===== src/rtl/pipe_control_if.sv =====
// Pipeline-control bundle between the Y86-64 datapath (master) and pipe_control (slave).
// Hazard-relevant decode/execute/memory/writeback fields in, pipeline register controls out.
interface pipe_control_if #(
    parameter int unsigned CNT_W = 32
);
    logic [3:0]       D_icode;
    logic [3:0]       d_srcA;
    logic [3:0]       d_srcB;
    logic [3:0]       E_icode;
    logic [3:0]       E_dstM;
    logic             e_Cnd;
    logic [3:0]       M_icode;
    logic [2:0]       m_stat;
    logic [2:0]       W_stat;
    logic [3:0]       W_icode;
    logic             F_stall;
    logic             D_stall;
    logic             D_bubble;
    logic             E_bubble;
    logic             M_bubble;
    logic             W_stall;
    logic [1:0]       pipe_state;
    logic [2:0]       cpu_stat;
    logic [CNT_W-1:0] cyc_cnt;
    logic [CNT_W-1:0] ret_cnt;
    logic [CNT_W-1:0] lu_cnt;
    logic [CNT_W-1:0] mp_cnt;

    modport master (
        output D_icode, d_srcA, d_srcB, E_icode, E_dstM, e_Cnd, M_icode, m_stat, W_stat,
               W_icode,
        input  F_stall, D_stall, D_bubble, E_bubble, M_bubble, W_stall, pipe_state, cpu_stat,
               cyc_cnt, ret_cnt, lu_cnt, mp_cnt
    );

    modport slave (
        input  D_icode, d_srcA, d_srcB, E_icode, E_dstM, e_Cnd, M_icode, m_stat, W_stat,
               W_icode,
        output F_stall, D_stall, D_bubble, E_bubble, M_bubble, W_stall, pipe_state, cpu_stat,
               cyc_cnt, ret_cnt, lu_cnt, mp_cnt
    );
endinterface


===== src/rtl/pipe_control.sv =====
// Y86-64 pipeline control: hazard detection, post-reset flush / run / halted sequencing
// and saturating performance counters.
module pipe_control #(
    parameter int unsigned FLUSH_CYCLES = 5,
    parameter int unsigned CNT_W        = 32
) (
    input logic           clk,
    input logic           rst,
    pipe_control_if.slave io_pipe
);
    localparam logic [2:0] STAT_AOK = 3'd1;
    localparam logic [2:0] STAT_HLT = 3'd2;
    localparam logic [2:0] STAT_ADR = 3'd3;
    localparam logic [2:0] STAT_INS = 3'd4;
    localparam logic [3:0] I_NOP    = 4'h1;
    localparam logic [3:0] I_MRMOVQ = 4'h5;
    localparam logic [3:0] I_JXX    = 4'h7;
    localparam logic [3:0] I_RET    = 4'h9;
    localparam logic [3:0] I_POPQ   = 4'hB;
    localparam logic [3:0] RNONE    = 4'hF;
    localparam int unsigned FW      = $clog2(FLUSH_CYCLES + 1) + 1;

    typedef enum logic [1:0] {
        StFlush  = 2'd0,
        StRun    = 2'd1,
        StHalted = 2'd2
    } state_e;

    state_e           r_state;
    logic [FW-1:0]    r_flush_cnt;
    logic [2:0]       r_cpu_stat;
    logic [CNT_W-1:0] r_cyc_cnt;
    logic [CNT_W-1:0] r_ret_cnt;
    logic [CNT_W-1:0] r_lu_cnt;
    logic [CNT_W-1:0] r_mp_cnt;

    logic w_loaduse;
    logic w_mispred;
    logic w_retp;
    logic w_mexc;
    logic w_wexc;
    logic w_retire;
    logic w_flush_done;

    assign w_loaduse = ((io_pipe.E_icode == I_MRMOVQ) || (io_pipe.E_icode == I_POPQ)) &&
                       (io_pipe.E_dstM != RNONE) &&
                       ((io_pipe.E_dstM == io_pipe.d_srcA) || (io_pipe.E_dstM == io_pipe.d_srcB));
    assign w_mispred = (io_pipe.E_icode == I_JXX) && !io_pipe.e_Cnd;
    assign w_retp    = (io_pipe.D_icode == I_RET) || (io_pipe.E_icode == I_RET) ||
                       (io_pipe.M_icode == I_RET);
    assign w_mexc    = (io_pipe.m_stat == STAT_HLT) || (io_pipe.m_stat == STAT_ADR) ||
                       (io_pipe.m_stat == STAT_INS);
    assign w_wexc    = (io_pipe.W_stat == STAT_HLT) || (io_pipe.W_stat == STAT_ADR) ||
                       (io_pipe.W_stat == STAT_INS);
    // Bubbles carry icode NOP, so excluding NOP drops both bubbles and real nops.
    assign w_retire  = (io_pipe.W_stat == STAT_AOK) && (io_pipe.W_icode != I_NOP);
    // Widened compare so FLUSH_CYCLES=0 leaves FLUSH on the first clock after reset.
    assign w_flush_done = (32'(r_flush_cnt) + 32'd1) >= FLUSH_CYCLES;

    always_ff @(posedge clk) begin
        if (rst) begin
            r_state     <= StFlush;
            r_flush_cnt <= '0;
            r_cpu_stat  <= STAT_AOK;
            r_cyc_cnt   <= '0;
            r_ret_cnt   <= '0;
            r_lu_cnt    <= '0;
            r_mp_cnt    <= '0;
        end else begin
            unique case (r_state)
                StFlush: begin
                    if (w_flush_done) begin
                        r_state <= StRun;
                    end else begin
                        r_flush_cnt <= r_flush_cnt + FW'(1);
                    end
                end
                StRun: begin
                    if (r_cyc_cnt != '1) r_cyc_cnt <= r_cyc_cnt + CNT_W'(1);
                    if (w_retire && (r_ret_cnt != '1)) r_ret_cnt <= r_ret_cnt + CNT_W'(1);
                    if (w_loaduse && (r_lu_cnt != '1)) r_lu_cnt <= r_lu_cnt + CNT_W'(1);
                    if (w_mispred && (r_mp_cnt != '1)) r_mp_cnt <= r_mp_cnt + CNT_W'(1);
                    if (w_wexc) begin
                        r_state    <= StHalted;
                        r_cpu_stat <= io_pipe.W_stat;
                    end
                end
                StHalted: begin
                    r_state <= StHalted;
                end
                default: begin
                    r_state <= StFlush;
                end
            endcase
        end
    end

    always_comb begin
        io_pipe.F_stall  = 1'b0;
        io_pipe.D_stall  = 1'b0;
        io_pipe.D_bubble = 1'b1;
        io_pipe.E_bubble = 1'b1;
        io_pipe.M_bubble = 1'b1;
        io_pipe.W_stall  = 1'b0;
        unique case (r_state)
            StRun: begin
                io_pipe.F_stall  = w_loaduse || w_retp;
                io_pipe.D_stall  = w_loaduse;
                // A stalled decode register must never also be bubbled.
                io_pipe.D_bubble = (w_mispred || (w_retp && !w_loaduse)) && !w_loaduse;
                io_pipe.E_bubble = w_mispred || w_loaduse;
                io_pipe.M_bubble = w_mexc || w_wexc;
                io_pipe.W_stall  = w_wexc;
            end
            StHalted: begin
                io_pipe.F_stall  = 1'b1;
                io_pipe.D_stall  = 1'b1;
                io_pipe.D_bubble = 1'b0;
                io_pipe.E_bubble = 1'b1;
                io_pipe.M_bubble = 1'b1;
                io_pipe.W_stall  = 1'b1;
            end
            default: begin
            end
        endcase
    end

    assign io_pipe.pipe_state = r_state;
    assign io_pipe.cpu_stat   = r_cpu_stat;
    assign io_pipe.cyc_cnt    = r_cyc_cnt;
    assign io_pipe.ret_cnt    = r_ret_cnt;
    assign io_pipe.lu_cnt     = r_lu_cnt;
    assign io_pipe.mp_cnt     = r_mp_cnt;
endmodule


===== src/flat_wrapper.sv =====
// flat-port wrapper written by rule: the top's interface ports become plain ports
module pipe_control_flat 
#(
    parameter int unsigned FLUSH_CYCLES = 5,
    parameter int unsigned CNT_W        = 32
)
  (clk, rst, io_pipe_D_icode, io_pipe_d_srcA, io_pipe_d_srcB, io_pipe_E_icode, io_pipe_E_dstM, io_pipe_e_Cnd, io_pipe_M_icode, io_pipe_m_stat, io_pipe_W_stat, io_pipe_W_icode, io_pipe_F_stall, io_pipe_D_stall, io_pipe_D_bubble, io_pipe_E_bubble, io_pipe_M_bubble, io_pipe_W_stall, io_pipe_pipe_state, io_pipe_cpu_stat, io_pipe_cyc_cnt, io_pipe_ret_cnt, io_pipe_lu_cnt, io_pipe_mp_cnt);
  pipe_control_if #(.CNT_W(CNT_W)) io_pipe_i ();
  input logic clk;
  input logic rst;
  input wire logic [$bits(io_pipe_i.D_icode)-1:0] io_pipe_D_icode;
  input wire logic [$bits(io_pipe_i.d_srcA)-1:0] io_pipe_d_srcA;
  input wire logic [$bits(io_pipe_i.d_srcB)-1:0] io_pipe_d_srcB;
  input wire logic [$bits(io_pipe_i.E_icode)-1:0] io_pipe_E_icode;
  input wire logic [$bits(io_pipe_i.E_dstM)-1:0] io_pipe_E_dstM;
  input wire logic [$bits(io_pipe_i.e_Cnd)-1:0] io_pipe_e_Cnd;
  input wire logic [$bits(io_pipe_i.M_icode)-1:0] io_pipe_M_icode;
  input wire logic [$bits(io_pipe_i.m_stat)-1:0] io_pipe_m_stat;
  input wire logic [$bits(io_pipe_i.W_stat)-1:0] io_pipe_W_stat;
  input wire logic [$bits(io_pipe_i.W_icode)-1:0] io_pipe_W_icode;
  output wire logic [$bits(io_pipe_i.F_stall)-1:0] io_pipe_F_stall;
  output wire logic [$bits(io_pipe_i.D_stall)-1:0] io_pipe_D_stall;
  output wire logic [$bits(io_pipe_i.D_bubble)-1:0] io_pipe_D_bubble;
  output wire logic [$bits(io_pipe_i.E_bubble)-1:0] io_pipe_E_bubble;
  output wire logic [$bits(io_pipe_i.M_bubble)-1:0] io_pipe_M_bubble;
  output wire logic [$bits(io_pipe_i.W_stall)-1:0] io_pipe_W_stall;
  output wire logic [$bits(io_pipe_i.pipe_state)-1:0] io_pipe_pipe_state;
  output wire logic [$bits(io_pipe_i.cpu_stat)-1:0] io_pipe_cpu_stat;
  output wire logic [$bits(io_pipe_i.cyc_cnt)-1:0] io_pipe_cyc_cnt;
  output wire logic [$bits(io_pipe_i.ret_cnt)-1:0] io_pipe_ret_cnt;
  output wire logic [$bits(io_pipe_i.lu_cnt)-1:0] io_pipe_lu_cnt;
  output wire logic [$bits(io_pipe_i.mp_cnt)-1:0] io_pipe_mp_cnt;
  assign io_pipe_i.D_icode = io_pipe_D_icode;
  assign io_pipe_i.d_srcA = io_pipe_d_srcA;
  assign io_pipe_i.d_srcB = io_pipe_d_srcB;
  assign io_pipe_i.E_icode = io_pipe_E_icode;
  assign io_pipe_i.E_dstM = io_pipe_E_dstM;
  assign io_pipe_i.e_Cnd = io_pipe_e_Cnd;
  assign io_pipe_i.M_icode = io_pipe_M_icode;
  assign io_pipe_i.m_stat = io_pipe_m_stat;
  assign io_pipe_i.W_stat = io_pipe_W_stat;
  assign io_pipe_i.W_icode = io_pipe_W_icode;
  assign io_pipe_F_stall = io_pipe_i.F_stall;
  assign io_pipe_D_stall = io_pipe_i.D_stall;
  assign io_pipe_D_bubble = io_pipe_i.D_bubble;
  assign io_pipe_E_bubble = io_pipe_i.E_bubble;
  assign io_pipe_M_bubble = io_pipe_i.M_bubble;
  assign io_pipe_W_stall = io_pipe_i.W_stall;
  assign io_pipe_pipe_state = io_pipe_i.pipe_state;
  assign io_pipe_cpu_stat = io_pipe_i.cpu_stat;
  assign io_pipe_cyc_cnt = io_pipe_i.cyc_cnt;
  assign io_pipe_ret_cnt = io_pipe_i.ret_cnt;
  assign io_pipe_lu_cnt = io_pipe_i.lu_cnt;
  assign io_pipe_mp_cnt = io_pipe_i.mp_cnt;
  pipe_control #(.FLUSH_CYCLES(FLUSH_CYCLES), .CNT_W(CNT_W)) u_core (.clk(clk), .rst(rst), .io_pipe(io_pipe_i));
endmodule

===== config.mk =====
export PLATFORM = sky130hd
export DESIGN_NAME = pipe_control_flat
export DESIGN_NICKNAME = d
export VERILOG_FILES = /design/src/rtl/pipe_control_if.sv /design/src/rtl/pipe_control.sv /design/src/flat_wrapper.sv
export SDC_FILE = /design/constraint.sdc
export NUM_CORES = 1
export LEC_CHECK = 0
export CAP_MARGIN = 20
export CELL_PAD_IN_SITES_DETAIL_PLACEMENT = 0
export CELL_PAD_IN_SITES_GLOBAL_PLACEMENT = 1
export CORE_ASPECT_RATIO = 0.7
export CORE_UTILIZATION = 40
export DETAILED_ROUTE_END_ITERATION = 6
export PLACE_DENSITY_LB_ADDON = 0.2
export REMOVE_ABC_BUFFERS = 1
export SETUP_SLACK_MARGIN = 0.1
export SLEW_MARGIN = 30
export SYNTH_ARGS = -nofsm -noshare
export SYNTH_HDL_FRONTEND = slang
export SYNTH_SLANG_ARGS = --single-unit
export TNS_END_PERCENT = 30

===== constraint.sdc =====
create_clock -name clk -period 6.2 [get_ports clk]
set_input_delay 1.24 -clock clk [delete_from_list [all_inputs] [get_ports clk]]
set_output_delay 1.24 -clock clk [all_outputs]
set_load 0.03 [all_outputs]

==> After elaboration in Yosys (flattened, before gate mapping) <==
Index checks and enable logic that the tools add are counted.
{ "word_totals": {"register_bits": 137, "input_bits": 37, "out_inout_bits": 139, "wordCells": 80} }
{ "op_classes": {"n_addsub": 6, "n_lt_le_gt_ge": 1, "eq_ne": 25, "mux": 9, "n_bitwise": 1, "n_reduce_logical": 31} }
{ "op_table": {"columns": ["op", "n"], "rows": [
  ["$add A32 B1 Y32 const B", 4],
  ["$ne A32 B32 Y1 const B", 4],
  ["$ge A32 B3 Y1 const B", 1],
  ["$eq A4 B4 Y1 const B", 4],
  ["$reduce_and A2 Y1", 7],
  ["$eq A3 B2 Y1 const B", 4],
  ["$logic_or A1 B1 Y1", 12],
  ["$logic_and A1 B1 Y1", 9],
  ["$eq A4 B3 Y1 const B", 2],
  ["$eq A4 B4 Y1", 2],
  ["$pmux W1 S2", 4],
  ["$eq A3 B3 Y1 const B", 2],
  ["$pmux W2 S3", 1],
  ["$add A4 B1 Y5 const B", 1],
  ["$add A4 B1 Y4 const B", 1],
  ["$mux W2", 2],
  ["$ne A2 B1 Y1 const B", 2],
  ["$ne A4 B1 Y1 const B", 1],
  ["$ne A4 B4 Y1 const B", 1],
  ["$eq A3 B1 Y1 const B", 1],
  ["$eq A2 B1 Y1 const B", 1],
  ["$eq A2 B2 Y1 const B", 1],
  ["$logic_not A1 Y1", 2],
  ["$logic_not A2 Y1", 1],
  ["2 further kinds", 3]
]} }

==> Longest topological paths before layout <==
{ "logic_depth": {"depth_word": 9, "ltp_mapped": 9, "depth_no_buf": 7} }

==> Worst setup path after synthesis <==
No wires, ideal clock.
{ "synth_path": {"path_kind": "input-to-output", "startpoint": "in io_pipe_E_dstM[1]", "endpoint": "out io_pipe_D_stall", "arrival_ns": 2.748, "t_required_ns": 4.960, "setup_slack_ns": 2.212, "path_stages": 4, "path_buffers": 0, "path_cell_list": "xor2_1 -> nor4_4 -> o211ai_1 -> a21boi_0"} }
{ "synth_via": {"elab_chain_len": 4, "word_cells_on_any_way": 7, "classes_between": "3 x eq/ne; 1 x mux; 3 x reduce/logical"} }
{ "synth_rtl": {"columns": ["element", "line_no", "rtl"], "rows": [
  ["start, declared", "flat_wrapper.sv:15", "input wire logic [$bits(io_pipe_i.E_dstM)-1:0] io_pipe_E_dstM;"],
  ["$ne A4 B4 Y1 or $eq A4 B4 Y1 (tied branches)", "pipe_control.sv:46, pipe_control.sv:47", null],
  ["$logic_and A1 B1 Y1 or $logic_or A1 B1 Y1 (tied branches)", "pipe_control.sv:45, pipe_control.sv:47", null],
  ["$logic_and A1 B1 Y1 (*)", "pipe_control.sv:46", "(io_pipe.E_dstM != RNONE) &&"],
  ["$pmux W1 S2 (*)", "pipe_control.sv:105", "unique case (r_state)"],
  ["end, declared", "flat_wrapper.sv:22", "output wire logic [$bits(io_pipe_i.D_stall)-1:0] io_pipe_D_stall;"]
]} }
Mark *: on every way between the ends. The rest lies on a longest branch, timed or not.

==> Worst setup path after layout <==
{ "layout_path": {"startpoint": "in io_pipe_E_dstM[1]", "endpoint": "out io_pipe_F_stall"} }
{ "layout_via": {"elab_chain_len": 5, "word_cells_on_any_way": 8, "classes_between": "3 x eq/ne; 1 x mux; 4 x reduce/logical"} }
{ "layout_rtl": {"columns": ["element", "line_no", "rtl"], "rows": [
  ["$ne A4 B4 Y1 or $eq A4 B4 Y1 (tied branches)", "pipe_control.sv:46, pipe_control.sv:47", null],
  ["$logic_and A1 B1 Y1 or $logic_or A1 B1 Y1 (tied branches)", "pipe_control.sv:45, pipe_control.sv:47", null],
  ["$logic_and A1 B1 Y1 (*)", "pipe_control.sv:46", null],
  ["$logic_or A1 B1 Y1 (*)", "pipe_control.sv:107", "io_pipe.F_stall = w_loaduse || w_retp;"],
  ["$pmux W1 S2 (*)", "pipe_control.sv:105", null],
  ["end, declared", "flat_wrapper.sv:21", "output wire logic [$bits(io_pipe_i.F_stall)-1:0] io_pipe_F_stall;"]
]} }
Marks and branches as above.

==> qor.yml <==
vias: 7185
r2r_start: "u_core.io_pipe.pipe_state[1]$_SDFFE_PP0P_"
p_per_area_mw_per_mm2: 250
hold_viol_final: 0
grt_pass1_wl_mm: 31.4
synth-seq-cells: 137
via_per_inst: 5.67
firstDrtPassIters: 5
ant_nets: 0
row_count: 41
async_reset_ff_frac: 0
tightest_slew_ns: 0.961
multi_input_comb_area_sq_mm: 0.00433
cp.arrival_ns: 3.77
crit_fanout: 4
root_buffer: "clkbuf_16"
hp-class: "register to register"
ios: 176
postCtsSetupBuffers: 0
die_w_microns: 164
rsz0062_at_grt: "false"
outcome: "finished, final reports clean"
max-slew-margin-rel: 0.343
synth_top_family_by_area: "simple AND/OR/NAND/NOR gates"
syn-instance-count: 866
r2r_cells: 7
die_h_microns: 115
dieArea_sq_mm: 0.0189
numClockSinks: 137
min_from: "u_core.r_flush_cnt[3]$_SDFFE_PP0P_"
grt_usage: 0.207
antenna_found_initial: 0
synth_mux_area_frac: 0.0202
grt_max_degree: 81
seq_area_sq_mm: 0.00274
dp_hpwl_mm: 13.5
synth-simple-area-share: 0.305
cts_tree: "done"
drv_cap: 0
clockBufferDepth: 2
grt_pass1_vias: 6078
hold_end: "u_core.r_flush_cnt[3]$_SDFFE_PP0P_"
vdd_drop_max_uv: 204
cp-end-kind: "output pin"
setup_viol: 0
start_util: 0.408
htreeDepth: 4
syn_to_final_growth_pct: 35.3
synth_xor_area_frac: 0.0345
diodes: 0
cts_resized: 0
r2r_slack_ns: 2.85
holdBufCountCts: 0
synth-adder-area-share: 0.0153
nFillCells: 1677
ys_types: 73
fin_tns_setup_ns: 0
p_leak_uw: 0.00306
post_drt_wl_per_cell_microns: 15.8
netlist_area_sq_mm: 0.00735
fmaxAchievable_mhz: 200
synthesis.area_per_instance_sq_um: 8.49
cts_buffers: 17
worstSetupPathType: "input port to output pin"
drc: 0
synth_edf_count: 0
final_util: 0.552
period_needed_ns: 5.01
numPortBuffers: 175
clk_pin_slew_ns: 0.05
slew_viol_final: 0
reg2reg_to: "u_core.io_pipe.mp_cnt[31]$_SDFFE_PP0P_"
coreArea_sq_mm: 0.0180
finClkSkew_ns: 0.0157
drt-total-wl_mm: 20.0
drive_above_1_share: 0.0746
place_congestion: 0.796
synthFlopType: "dfxtp_1"
synth_warnings: 0
worstSetupStartpointType: "input port"
period_share: 0.808
hold_depth: 1
insertion_delay_ns: 0.42
seq_area_frac_synth: 0.373
synth-compound-area-share: 0.207
fin_nets: 1066
globalRouteOverflowTotal: 0
cp_data_required_time_ns: 4.96
drtIter0Drc: 448
-- synthesized netlist by cell type (all sizes together) (5+ instances only) --
cell | n | area share
nand3 | 38 | 0.026
and4 | 18 | 0.022
o211ai | 6 | 0.0068
o21ai | 38 | 0.026
nor4 | 13 | 0.017
clkbuf | 30 | 0.020
nor2b | 9 | 0.0077
buf | 15 | 0.014
and2 | 5 | 0.0043
nand2 | 53 | 0.027
xor2 | 16 | 0.019
nand4 | 42 | 0.037
or3 | 34 | 0.030
o41ai | 8 | 0.012
inv | 22 | 0.011
a21oi | 97 | 0.066
mux2i | 7 | 0.0095
ha | 9 | 0.015
and3 | 17 | 0.015
xnor2 | 13 | 0.015
mux2 | 7 | 0.011
or2 | 6 | 0.0051
dfxtp | 137 | 0.37
nor2 | 49 | 0.025
o2111ai | 5 | 0.0068
nor3 | 17 | 0.013
or4 | 57 | 0.059
o31ai | 56 | 0.059
-- cells in the final DEF, fill, tap and decap left out, types with 32 or more instances in the layout --
cell type	synthesis	final
a21oi_1	97	97
clkdlybuf4s50_1	0	174
dfxtp_1	137	137
nand2_1	53	53
nand3_1	38	38
nand4_1	40	40
nor2_1	49	49
o21ai_0	38	37
o31ai_1	55	54
or3_1	32	32
or4_1	55	55
-- cell type report --
type	instances	share of cell area
Clock buffer	20	0.0469
Timing Repair Buffer	180	0.180
Clock inverter	11	0.0242
Sequential cell	137	0.276
Inverter	23	0.00868
Tap cell	236	0.0297
Multi-Input combinational cell	661	0.435
-- power breakdown --
group,switching [uW],internal (uW),total (uW)
logic,208,135,343
registers,18.0,898,916
clock network,400,827,1230
-- state kept, by name (all words and copies together), names as in the netlist --
name / cells
u_core.io_pipe.pipe_state: 2
u_core.r_flush_cnt: 4
u_core.io_pipe.cpu_stat: 3
u_core.io_pipe.cyc_cnt: 32
u_core.io_pipe.lu_cnt: 32
u_core.io_pipe.mp_cnt: 32
u_core.io_pipe.ret_cnt: 32
-- worst max-delay path by stage --
stage	start	slack, ns	depth (start not counted)	end
6_report	io_pipe_E_dstM[1]	1.19	7	io_pipe_F_stall
5_1_grt	io_pipe_E_dstM[1]	1.02	7	io_pipe_F_stall
4_1_cts	io_pipe_E_dstM[1]	1.25	7	io_pipe_F_stall
3_5_place_dp	io_pipe_E_dstM[1]	1.25	7	io_pipe_F_stall
3_3_place_gp	io_pipe_E_dstM[1]	1.27	7	io_pipe_F_stall
2_1_floorplan	io_pipe_E_dstM[1]	2.19	4	io_pipe_D_stall
-- cells by family (layout without fill, tap and decap cells) --
kind of cell | Yosys count | in the layout
AO/OA/AOI/OAI | 236 | 236
AND/OR/NAND/NOR | 373 | 373
XOR/XNOR | 29 | 29
multiplexers | 14 | 14
buffers and inverters | 68 | 234
adder cells (fa/ha/maj) | 9 | 9
flip-flops | 137 | 137
-- metal layers --
metal / up-vias / share of wire / GRT usage
met5: - / 0 / 0
met4: 0 / 0.0098 / 0.0586
met3: 16 / 0.060 / 0.0526
met2: 163 / 0.41 / 0.290
met1: 3344 / 0.52 / 0.310
li1: 3662 / - / -
-- stage by stage --
| stage | setup slack [ns] | power (uW) | cell area, sq um | cells | hold slack, ns |
|---|---|---|---|---|---|
| 2_1_floorplan | 2.19 | 1130 | 7110 | 821 | 0.456 |
| 3_3_place_gp | 1.27 | 1270 | 9190 | 1236 | 0.466 |
| 3_5_place_dp | 1.25 | 1270 | 9190 | 1236 | 0.465 |
| 4_1_cts | 1.25 | 2500 | 9900 | 1267 | 0.478 |
| 5_1_grt | 1.02 | 2580 | 9950 | 1268 | 0.493 |
| 6_report | 1.19 | 2490 | 9950 | 1268 | 0.478 |
-- worst max-delay path, stage by stage --
cell,delay [ns]
clkdlybuf4s50_1,0.48
xor2_1,0.21
nor4_4,0.49
o21ai_0,0.26
a21oi_1,0.24
o21a_1,0.17
clkdlybuf4s50_1,0.67
(Power assumes the default switching activity.)
